File: config.mk
export PLATFORM = sky130hd
export DESIGN_NAME = logic_gates_arbiter
export DESIGN_NICKNAME = d
export VERILOG_FILES = /design/src/rtl/logic_gates_arbiter.sv
export SDC_FILE = /design/constraint.sdc
export NUM_CORES = 1
export LEC_CHECK = 0
export ABC_AREA = 1
export BUFFER_PORTS_ARGS = -buffer_cell sky130_fd_sc_hd__buf_2
export CORE_MARGIN = 2
export CORE_UTILIZATION = 45
export CTS_BUF_LIST = sky130_fd_sc_hd__clkbuf_16
export CTS_CLUSTER_SIZE = 40
export DETAILED_ROUTE_END_ITERATION = 10
export PLACE_DENSITY = 0.82
export SYNTH_ARGS = -nofsm -noshare
export SYNTH_HDL_FRONTEND = slang
export SYNTH_SLANG_ARGS = --single-unit
File: constraint.sdc
create_clock -name iClk -period 1.3 [get_ports iClk]
set_input_delay 0.195 -clock iClk [delete_from_list [all_inputs] [get_ports iClk]]
set_output_delay 0.195 -clock iClk [all_outputs]
set_load 0.005 [all_outputs]
File: src/rtl/logic_gates_arbiter.sv
// Round-robin arbiter/sequencer for a shared AND/OR/NOT gate unit.
// Two requesters compete for the unit. The winner's operands are driven onto
// the gate unit and held for SETTLE cycles. The three results are then
// captured and returned with a valid/acknowledge handshake.
module logic_gates_arbiter #(
  parameter int WIDTH  = 1,
  parameter int SETTLE = 1
) (
  input  logic             iClk,
  input  logic             iRst_n,
  input  logic [1:0]       iReq,
  input  logic [WIDTH-1:0] iA0,
  input  logic [WIDTH-1:0] iB0,
  input  logic [WIDTH-1:0] iA1,
  input  logic [WIDTH-1:0] iB1,
  input  logic [1:0]       iAck,
  output logic [1:0]       oGnt,
  output logic [WIDTH-1:0] oGateA,
  output logic [WIDTH-1:0] oGateB,
  input  logic [WIDTH-1:0] iGateAnd,
  input  logic [WIDTH-1:0] iGateOr,
  input  logic [WIDTH-1:0] iGateNot,
  output logic [WIDTH-1:0] oAnd,
  output logic [WIDTH-1:0] oOr,
  output logic [WIDTH-1:0] oNot,
  output logic [1:0]       oVld,
  output logic             oBusy
);

  // The settle counter is 4 bits wide, so SETTLE must stay within 1..15.
  if (SETTLE < 1 || SETTLE > 15) begin : gBadSettle
    $error("logic_gates_arbiter: SETTLE must be in 1..15");
  end

  // Value loaded into the settle counter at a grant edge. The results are
  // sampled on the edge where the counter reaches zero, which is SETTLE
  // edges after the grant.
  localparam logic [3:0] SettleInit = 4'(SETTLE - 1);

  typedef enum logic [1:0] {
    IDLE  = 2'd0,
    DRIVE = 2'd1,
    RESP  = 2'd2
  } stateT;

  stateT            state,      stateNext;
  logic             ptr,        ptrNext;
  logic             owner,      ownerNext;
  logic [3:0]       cnt,        cntNext;
  logic [1:0]       gntNext;
  logic [1:0]       vldNext;
  logic [WIDTH-1:0] gateANext;
  logic [WIDTH-1:0] gateBNext;
  logic [WIDTH-1:0] andNext;
  logic [WIDTH-1:0] orNext;
  logic [WIDTH-1:0] notNext;
  logic             winner;

  // Next-state and next-output logic. Every register holds its value unless a
  // state explicitly changes it. The grant pulse defaults to zero so that it
  // lasts exactly one cycle.
  always_comb begin
    stateNext = state;
    ptrNext   = ptr;
    ownerNext = owner;
    cntNext   = cnt;
    gntNext   = 2'b00;
    vldNext   = oVld;
    gateANext = oGateA;
    gateBNext = oGateB;
    andNext   = oAnd;
    orNext    = oOr;
    notNext   = oNot;
    winner    = ptr;

    case (state)
      IDLE: begin
        if (iReq != 2'b00) begin
          // A lone requester wins outright. On a tie, the pointer decides.
          if (iReq == 2'b01) begin
            winner = 1'b0;
          end else if (iReq == 2'b10) begin
            winner = 1'b1;
          end else begin
            winner = ptr;
          end
          gateANext = winner ? iA1 : iA0;
          gateBNext = winner ? iB1 : iB0;
          gntNext   = winner ? 2'b10 : 2'b01;
          ownerNext = winner;
          ptrNext   = ~winner;
          cntNext   = SettleInit;
          stateNext = DRIVE;
        end
      end

      DRIVE: begin
        if (cnt == 4'd0) begin
          andNext   = iGateAnd;
          orNext    = iGateOr;
          notNext   = iGateNot;
          vldNext   = owner ? 2'b10 : 2'b01;
          stateNext = RESP;
        end else begin
          cntNext = cnt - 4'd1;
        end
      end

      RESP: begin
        // Only the owner's acknowledge closes the transaction.
        if (iAck[owner]) begin
          vldNext   = 2'b00;
          stateNext = IDLE;
        end
      end

      default: begin
        stateNext = IDLE;
      end
    endcase
  end

  // State and output registers with a synchronous active-low reset. A reset
  // mid-transaction drops the in-flight request, and no valid is produced for it.
  always_ff @(posedge iClk) begin
    if (!iRst_n) begin
      state  <= IDLE;
      ptr    <= 1'b0;
      owner  <= 1'b0;
      cnt    <= 4'd0;
      oGnt   <= 2'b00;
      oVld   <= 2'b00;
      oGateA <= '0;
      oGateB <= '0;
      oAnd   <= '0;
      oOr    <= '0;
      oNot   <= '0;
    end else begin
      state  <= stateNext;
      ptr    <= ptrNext;
      owner  <= ownerNext;
      cnt    <= cntNext;
      oGnt   <= gntNext;
      oVld   <= vldNext;
      oGateA <= gateANext;
      oGateB <= gateBNext;
      oAnd   <= andNext;
      oOr    <= orNext;
      oNot   <= notNext;
    end
  end

  assign oBusy = (state != IDLE);

  // At most one requester is ever granted, and at most one is ever answered.
  gntOneHot: assert property (@(posedge iClk) disable iff (!iRst_n) $onehot0(oGnt));
  vldOneHot: assert property (@(posedge iClk) disable iff (!iRst_n) $onehot0(oVld));

endmodule

* Yosys cells after proc, flatten, opt, wreduce, memory -nomap -nowiden
Index checks and enable logic that the tools add are counted.
Widths: inputs -> output; s select.
** Operators by class
- Reduce and logical (&&, ||, !) cells :: 12
- Bitwise logic cells :: 1
- $lt $le $gt $ge :: 1
- Add/sub/neg operators :: 1
- Equality and inequality tests :: 8
- Mux-type cells :: 19
** Operators with widths (number)
- $mux 2 :: 6
- $reduce_and 3->1 :: 4
- $mux 1 :: 8
- $mux 4 :: 2
- $ne 2x2->1 const B :: 4
- $pmux 4 s2 :: 1
- $reduce_bool 2->1 :: 4
- $pmux 2 s3 :: 1
- $eq 2x1->1 const B :: 2
- $eq 2x2->1 const B :: 2
- $logic_not 4->1 :: 1
- $pmux 2 s2 :: 1
- $reduce_and 2->1 :: 2
- $sub 4x1->4 const B :: 1
- $logic_not 2->1 :: 1
- $lt 1x2->1 const B :: 1
- $not 1->1 :: 1
** Word-level totals
- Register bits :: 17
- Input bits :: 13

* Logic depth before layout (Yosys ltp)
Gate-level depths: netlist of run 1.
- Depth in word-level cells :: 6
- Gate-level depth with buffers :: 8

* Worst setup path after synthesis of run 1
No wires, ideal clock.
- Kind :: register to register
- Start :: register cnt[0]
- End :: register cnt[3]
- Setup slack :: 217 ps
- Data required time :: 1185 ps
- Clock period less this slack :: 1083 ps
- Cell stages (with the launch flop) :: 9
- Buffers on the path :: 0
- Setup time :: 115 ps
- Data arrival time :: 968 ps
- Cell sequence :: dfxtp_1 inv_1 ha_1 nand2_1 nand2_2 nand2_4 nand3_1 nand2_1 nor2_1
** On the way
- Longest elaborated chain between the ends :: 3
** RTL lines
- from (decl) :: RTL line 49 : logic [3:0] cnt, cntNext;
- from (signal assigned) :: RTL line 142 : cnt <= cntNext;
- $sub 4x1->4 or $logic_not 4->1 (tied branches) :: RTL line 105, 98
- $mux 4 or $ne 2x2->1 (tied branches)
- $pmux 4 s2 or $reduce_and 3->1 (tied branches)
Parallel ways exist; a longest one is shown, timed or not. The select of a mux whose other input is x is not followed.
A chain may end at the register's enable or synchronous reset.

* Final worst setup path of run 1
- Start :: register cnt[0]
- End :: register cnt[0]
The elaborated chain is that of the path after synthesis.

==> flow_summary.ini, run 1 <==
[clocking]
cts_hold_buf = 0
clk_latency_ps = 250
root_buffer = clkbuf_16
cts.repair.resized = 0
cts_tree = built
cts_setup_buffers = 0
cts_made_buffers = 3
path_clk_slew_ps = 50
clock-sinks = 17
ctsHtreeMaxLevel = 1
cts_buffer_depth = 2

[global_routing]
met1_usage_pct = 20.0
antenna_found_initial = 0
grt_pass1_vias = 599
busiest_layer = met2
grt-ovfl-total = 0
grt_first_pass_wirelength_mm = 2.47
grt_max_degree = 10
grt_use_met3_pct = 3.67
use_met2_pct = 28.1
grt_use_total_pct = 17.4

[timing]
fin_tns_setup_ps = 0
maxSlewHeadroom_pct = 78.9
rsz0062_at_grt = false
skew_ps = 5.84
fin_crit_ps = 1200
max_freq_mhz = 836
setup_viol = 0
tightest_slew_ps = 315
finalMaxSlewViolations = 0
period_share_pct = 92.0
finalHoldViolCount = 0
holdWs_ps = 152
final.setup.worst_slack_ps = 104

[routing]
post_drt_wl_per_cell_um = 10.8
ant_nets = 0
drt_drc_violations_left = 0
wirelength_mm = 1.52
vias = 722
drt_pre_antenna_iters = 4
drtIter0Drc = 9
vias_per_cell = 5.16

[flow_run]
cap_violations = 0

[critical_path]
endpoint_kind = register
rr_endpoint = cnt[0]
r2r_start = cnt[0]
cp.required_ps = 1440
cp_data_arrival_time_ps = 1340
crit_type = register to register
critPathMaxFanout = 6
start_kind = register
reg2reg_depth = 7
reg2reg_slack_ps = 100

[yosys]
netlist_instances = 97
synth_seq_cells = 17
synth.distinct_cells = 19
yosysWarnings = 0
syn-cell-area_um2 = 737
synth_nets = 112
synth-seq-area-share_pct = 46.2
syn_avg_cell_area_um2 = 7.60

[min_path]
min-delay-start = iB0
min_path_type = input pin to register
hold_end = oGateB
whs_path_depth = 3

[place]
dp_hpwl_mm = 1.14
placedCellCount = 136
preCtsSetupSlack_ps = 91.1
io_buffer_count = 22
place.gp.congestion = 0.760

[floorplanning]
num_rows = 14
start_util_pct = 48.4
num_io_pins = 23
coreArea_um2 = 1520
die_h_um = 44.5
die_w_um = 44.5
die_area_um2 = 1980

[power]
leakagePower_nw = 0.468
ir_drop_mv = 1.02
p_total_mw = 2.04
powerDensity_nw_per_um2 = 2140

[cells_and_area]
syn_to_final_growth_pct = 29.5
final_cell_mix = buf_2, nand2_1, nor2_1, dfxtp_1, nand3_1
final_common_cell = buf_2
final_nets = 140
n_antenna_cell = 0
fin_cells = 140
final_layout_size_suffix_gt1_share_pct = 32.3

[status]
status = finished, final reports clean
-- where the power goes --
group          switching (mW)  internal, mW
clock network           0.203         0.408
registers              0.0799         0.662
logic                   0.405         0.286
total                   0.688          1.36
-- cells in the mapped netlist, drive strengths merged --
cell | n | area (um^2)
nand3 | 9 | 50.1
nand2 | 22 | 95.1
a22oi | 1 | 7.51
ha | 2 | 25.0
nor3 | 1 | 5.00
o21a | 1 | 7.51
inv | 9 | 33.8
nor2 | 20 | 82.6
dfxtp | 17 | 340
xnor2 | 1 | 8.76
a21oi | 7 | 42.5
o21ai | 7 | 38.8
-- state kept, by name, indices dropped and copies added, names as in the netlist, 2 cells and up --
name / flops
oVld: 2
cnt: 4
oGnt: 2
state: 2
-- worst max-delay path, cell delays in order, from the launching register on --
cell     delay [ps]
dfxtp_2         320
inv_1            90
ha_1            190
nand2_1          70
nand2_2         110
nand2_4          70
o21ai_0         170
nor2_1           50
-- layer usage --
layer | part of all wire (%) | wire, um | vias up
met5 | 0 | 0 | -
met4 | 2.5 | 38 | 0
met3 | 7.5 | 114 | 5
met2 | 46 | 700 | 27
met1 | 44 | 663 | 323
li1 | - | - | 367
-- through the flow --
| stage | util [%] | instance area [um^2] |
|---|---|---|
| 2_1_floorplan | - | 737 |
| 3_3_place_gp | 57.4 | 875 |
| 3_5_place_dp | 57.4 | 875 |
| 4_1_cts | 62.6 | 953 |
| 5_1_grt | 62.6 | 955 |
| 6_report | 62.6 | 955 |
-- worst max-delay path by stage --
| stage | start | end | slack (ps) | cells after the start |
|---|---|---|---|---|
| 3_3_place_gp | cnt[0] | cnt[3] | 170 | 8 |
| 6_report | cnt[0] | cnt[0] | 100 | 7 |
| 5_1_grt | cnt[0] | cnt[0] | 8 | 7 |
| 2_1_floorplan | cnt[0] | cnt[3] | 220 | 8 |
| 4_1_cts | cnt[0] | cnt[1] | 70 | 7 |
| 3_5_place_dp | cnt[0] | cnt[3] | 90 | 8 |
-- final cells by class --
| cell class | count | area (um^2) |
|---|---|---|
| clock inverters | 1 | 3.75 |
| fillers | 133 | 569 |
| inverters | 9 | 33.8 |
| multi-input cells | 71 | 363 |
| clock buffers | 3 | 75.1 |
| repair buffers | 23 | 118 |
| flip-flops and latches | 17 | 342 |
| well taps | 16 | 20.0 |
-- cell families (layout without fill, tap and decap cells) --
logic type | count (synthesis) | count (layout) | synth area share (%)
buffers and inverters | 9 | 36 | 4.58
and+or+nand+nor | 52 | 52 | 31.6
DFF | 17 | 17 | 46.2
xor gates and xnor gates | 1 | 1 | 1.19
AOI/OAI and AO/OA | 16 | 16 | 13.1
adders and majority gates | 2 | 2 | 3.40
Note: power is estimated with default switching activity, not from simulation.
==> inputs of run 2 (changes only) <==
--- a/config.mk
+++ b/config.mk
@@ -5,14 +5,13 @@
 export SDC_FILE = /design/constraint.sdc
 export NUM_CORES = 1
 export LEC_CHECK = 0
-export ABC_AREA = 1
 export BUFFER_PORTS_ARGS = -buffer_cell sky130_fd_sc_hd__buf_2
 export CORE_MARGIN = 2
 export CORE_UTILIZATION = 45
 export CTS_BUF_LIST = sky130_fd_sc_hd__clkbuf_16
 export CTS_CLUSTER_SIZE = 40
 export DETAILED_ROUTE_END_ITERATION = 10
-export PLACE_DENSITY = 0.82
+export PLACE_DENSITY = 0.81
 export SYNTH_ARGS = -nofsm -noshare
 export SYNTH_HDL_FRONTEND = slang
 export SYNTH_SLANG_ARGS = --single-unit
==> constraint.sdc (replaced) <==
create_clock -name iClk -period 1.2 [get_ports iClk]
set_input_delay 0.18 -clock iClk [delete_from_list [all_inputs] [get_ports iClk]]
set_output_delay 0.18 -clock iClk [all_outputs]
set_load 0.005 [all_outputs]
==> flow_summary.ini, run 2 <==
[timing]
final.setup.worst_slack_ps = -200
tightest_slew_ps = 364
maxSlewHeadroom_pct = 75.0
max_freq_mhz = 714
finalMaxSlewViolations = 0
rsz0062_at_grt = true
setup_viol = 11
finalHoldViolCount = 0
period_share_pct = 117
fin_crit_ps = 1400
holdWs_ps = 173
skew_ps = 1.35

[critical_path]
critPathMaxFanout = 6
slowest_delay_ps = 430
start_kind = register
crit_buf_inv = 1
cp_data_arrival_time_ps = 1520
slowest_stage = or3b_4
endpoint_kind = register
critPathTopFamily = simple AND/OR/NAND/NOR gates
crit_chain = inv_2 -> ha_4 -> or3b_4 -> o22ai_4 -> o32ai_2
cp.required_ps = 1320
crit_type = register to register

[global_routing]
grt-ovfl-total = 0
antenna_found_initial = 0
grt_first_pass_wirelength_mm = 3.19
grt_pass1_vias = 762
grt_max_degree = 10
grt_use_total_pct = 21.9

[routing]
vias_per_cell = 5.63
post_drt_wl_per_cell_um = 16.2
drt_pre_antenna_iters = 4
drtIter0Drc = 22
ant_nets = 0
wirelength_mm = 2.21
drt_drc_violations_left = 0
vias = 771

[cells_and_area]
largest_reg_flops = 4
final_nets = 137
n_antenna_cell = 0
top_register = cnt
syn_to_final_growth_pct = 58.2
fin_cells = 137
final_layout_size_suffix_gt1_share_pct = 56.2
final_common_cell = buf_2
final_cell_mix = buf_2, dfxtp_1, buf_4, inv_1, a21oi_2

[clocking]
ctsHtreeMaxLevel = 1
cts_hold_buf = 0
cts_tree = built
clk_latency_ps = 250
clock-sinks = 17
path_clk_slew_ps = 50
root_buffer = clkbuf_16
cts_made_buffers = 3
cts_buffer_depth = 2

[yosys]
syn-cell-area_um2 = 757
synth_top_area_cell = dfxtp_1
syn_avg_cell_area_um2 = 9.12
synth_most_common_cell = dfxtp_1
synth_top_family_by_area = simple AND/OR/NAND/NOR gates
synth-edff-count = 0
async_flop_share_pct = 0
synth_area_leaders = dfxtp_1, inv_1, a21oi_1, o21ai_0, o221ai_1
netlist_instances = 83
synth_nets = 98
synth_seq_cells = 17
yosysTopAreaCellShare_pct = 45.0
synth.area.mux_share_pct = 1.32
synth-xor-area-share_pct = 0
yosysWarnings = 0
synth.distinct_cells = 33
synth-simple-area-share_pct = 23.8
yosys-top-cells-count = dfxtp_1, inv_1, a21oi_1, o21ai_0, nand3_1
synth-seq-area-share_pct = 45.0
synth-compound-area-share_pct = 19.7
synthAdderAreaFrac_pct = 3.31
yosys_most_used_dff = dfxtp_1

[status]
violations = negative setup slack
status = complete, but fails checks

[place]
io_buffer_count = 22
placedCellCount = 130
place.gp.congestion = 0.781
dp_hpwl_mm = 1.24

[min_path]
min_path_type = input pin to register

[floorplanning]
coreArea_um2 = 1540
num_io_pins = 23
die_w_um = 45.0
die_h_um = 45.0
die_area_um2 = 2030
num_rows = 14
start_util_pct = 49.1

[flow_run]
cap_violations = 0

[power]
ir_drop_mv = 1.29
powerDensity_nw_per_um2 = 1320
leakagePower_nw = 0.521
[run 2: changes by cell type after synthesis, moves of 3 or more]
cell and delta:
nand3_1 -3, nor2_2 -3, nor2_1 -16, inv_1 +5, inv_2 -3, nand2_1 -15
o221ai_1 +3
[run 2: what timing repair did]
| action | 4_1_cts | 5_1_grt |
|---|---|---|
| pin swaps | 9 | 7 |
| setup endpoints to repair | 14 | 14 |
| buffers inserted | 2 | 2 |
| resized for setup | 10 | 18 |
[run 2: worst register-to-register path, stage by stage (launching register included)]
cell,delay (ps)
dfxtp_2,330
inv_2,90
ha_4,130
or3b_4,430
o22ai_4,200
o32ai_2,100
[run 2: cells by family (layout without fill, tap and decap cells)]
| kind of cell | count (synthesis) | after routing |
|---|---|---|
| AOI/OAI and AO/OA | 23 | 23 |
| muxes | 1 | 1 |
| buffers and inverters | 12 | 50 |
| adders and majority gates | 2 | 2 |
| and+or+nand+nor | 28 | 28 |
| DFF | 17 | 17 |
[run 2: report_power, final]
group	internal, mW	switching [mW]	total [mW]
sequential	0.606	0.0265	0.633
clock	0.443	0.219	0.661
combinational	0.140	0.149	0.289
[run 2: cell type report]
cell class | instances | area [um^2]
Clock inverter | 1 | 3.75
Tap cell | 16 | 20.0
Sequential cell | 17 | 344
Clock buffer | 3 | 75.1
Multi-Input combinational cell | 54 | 493
Timing Repair Buffer | 35 | 218
Inverter | 11 | 43.8
Fill cell | 100 | 344
[run 2: stage by stage]
stage          instance area (um^2)  TNS, ps  power (mW)  utilization [%]  setup slack, ps
2_1_floorplan                   773     -399       0.758                -             -104
3_5_place_dp                    967    -1290       0.859             62.7             -179
5_1_grt                        1200    -2250        1.63             77.7             -250
3_3_place_gp                    967     -761       0.854             62.7             -125
6_report                       1200    -1700        1.58             77.7             -200
4_1_cts                        1090    -1250        1.53             71.0             -162
[run 2: final timing paths]
path | from | slack [ps] | cells past startpoint | to
worst max register to register | cnt[0] | -200 | 5 | oVld[1]
worst min register to register | ptr | 480 | 2 | ptr
worst min-delay path | iGateOr | 170 | 3 | oOr
worst max-delay path | cnt[0] | -200 | 5 | oVld[1]
[run 2: layer usage]
| layer | track usage (%) | vias to the layer above | share of wire (%) | wire, um |
|---|---|---|---|---|
| li1 | - | 374 | - | - |
| met1 | 27.6 | 381 | 44 | 965 |
| met2 | 34.9 | 12 | 52 | 1160 |
| met3 | 6.00 | 4 | 2.6 | 58 |
| met4 | 9.41 | 0 | 1.5 | 34 |
| met5 | 0 | - | 0 | 0 |
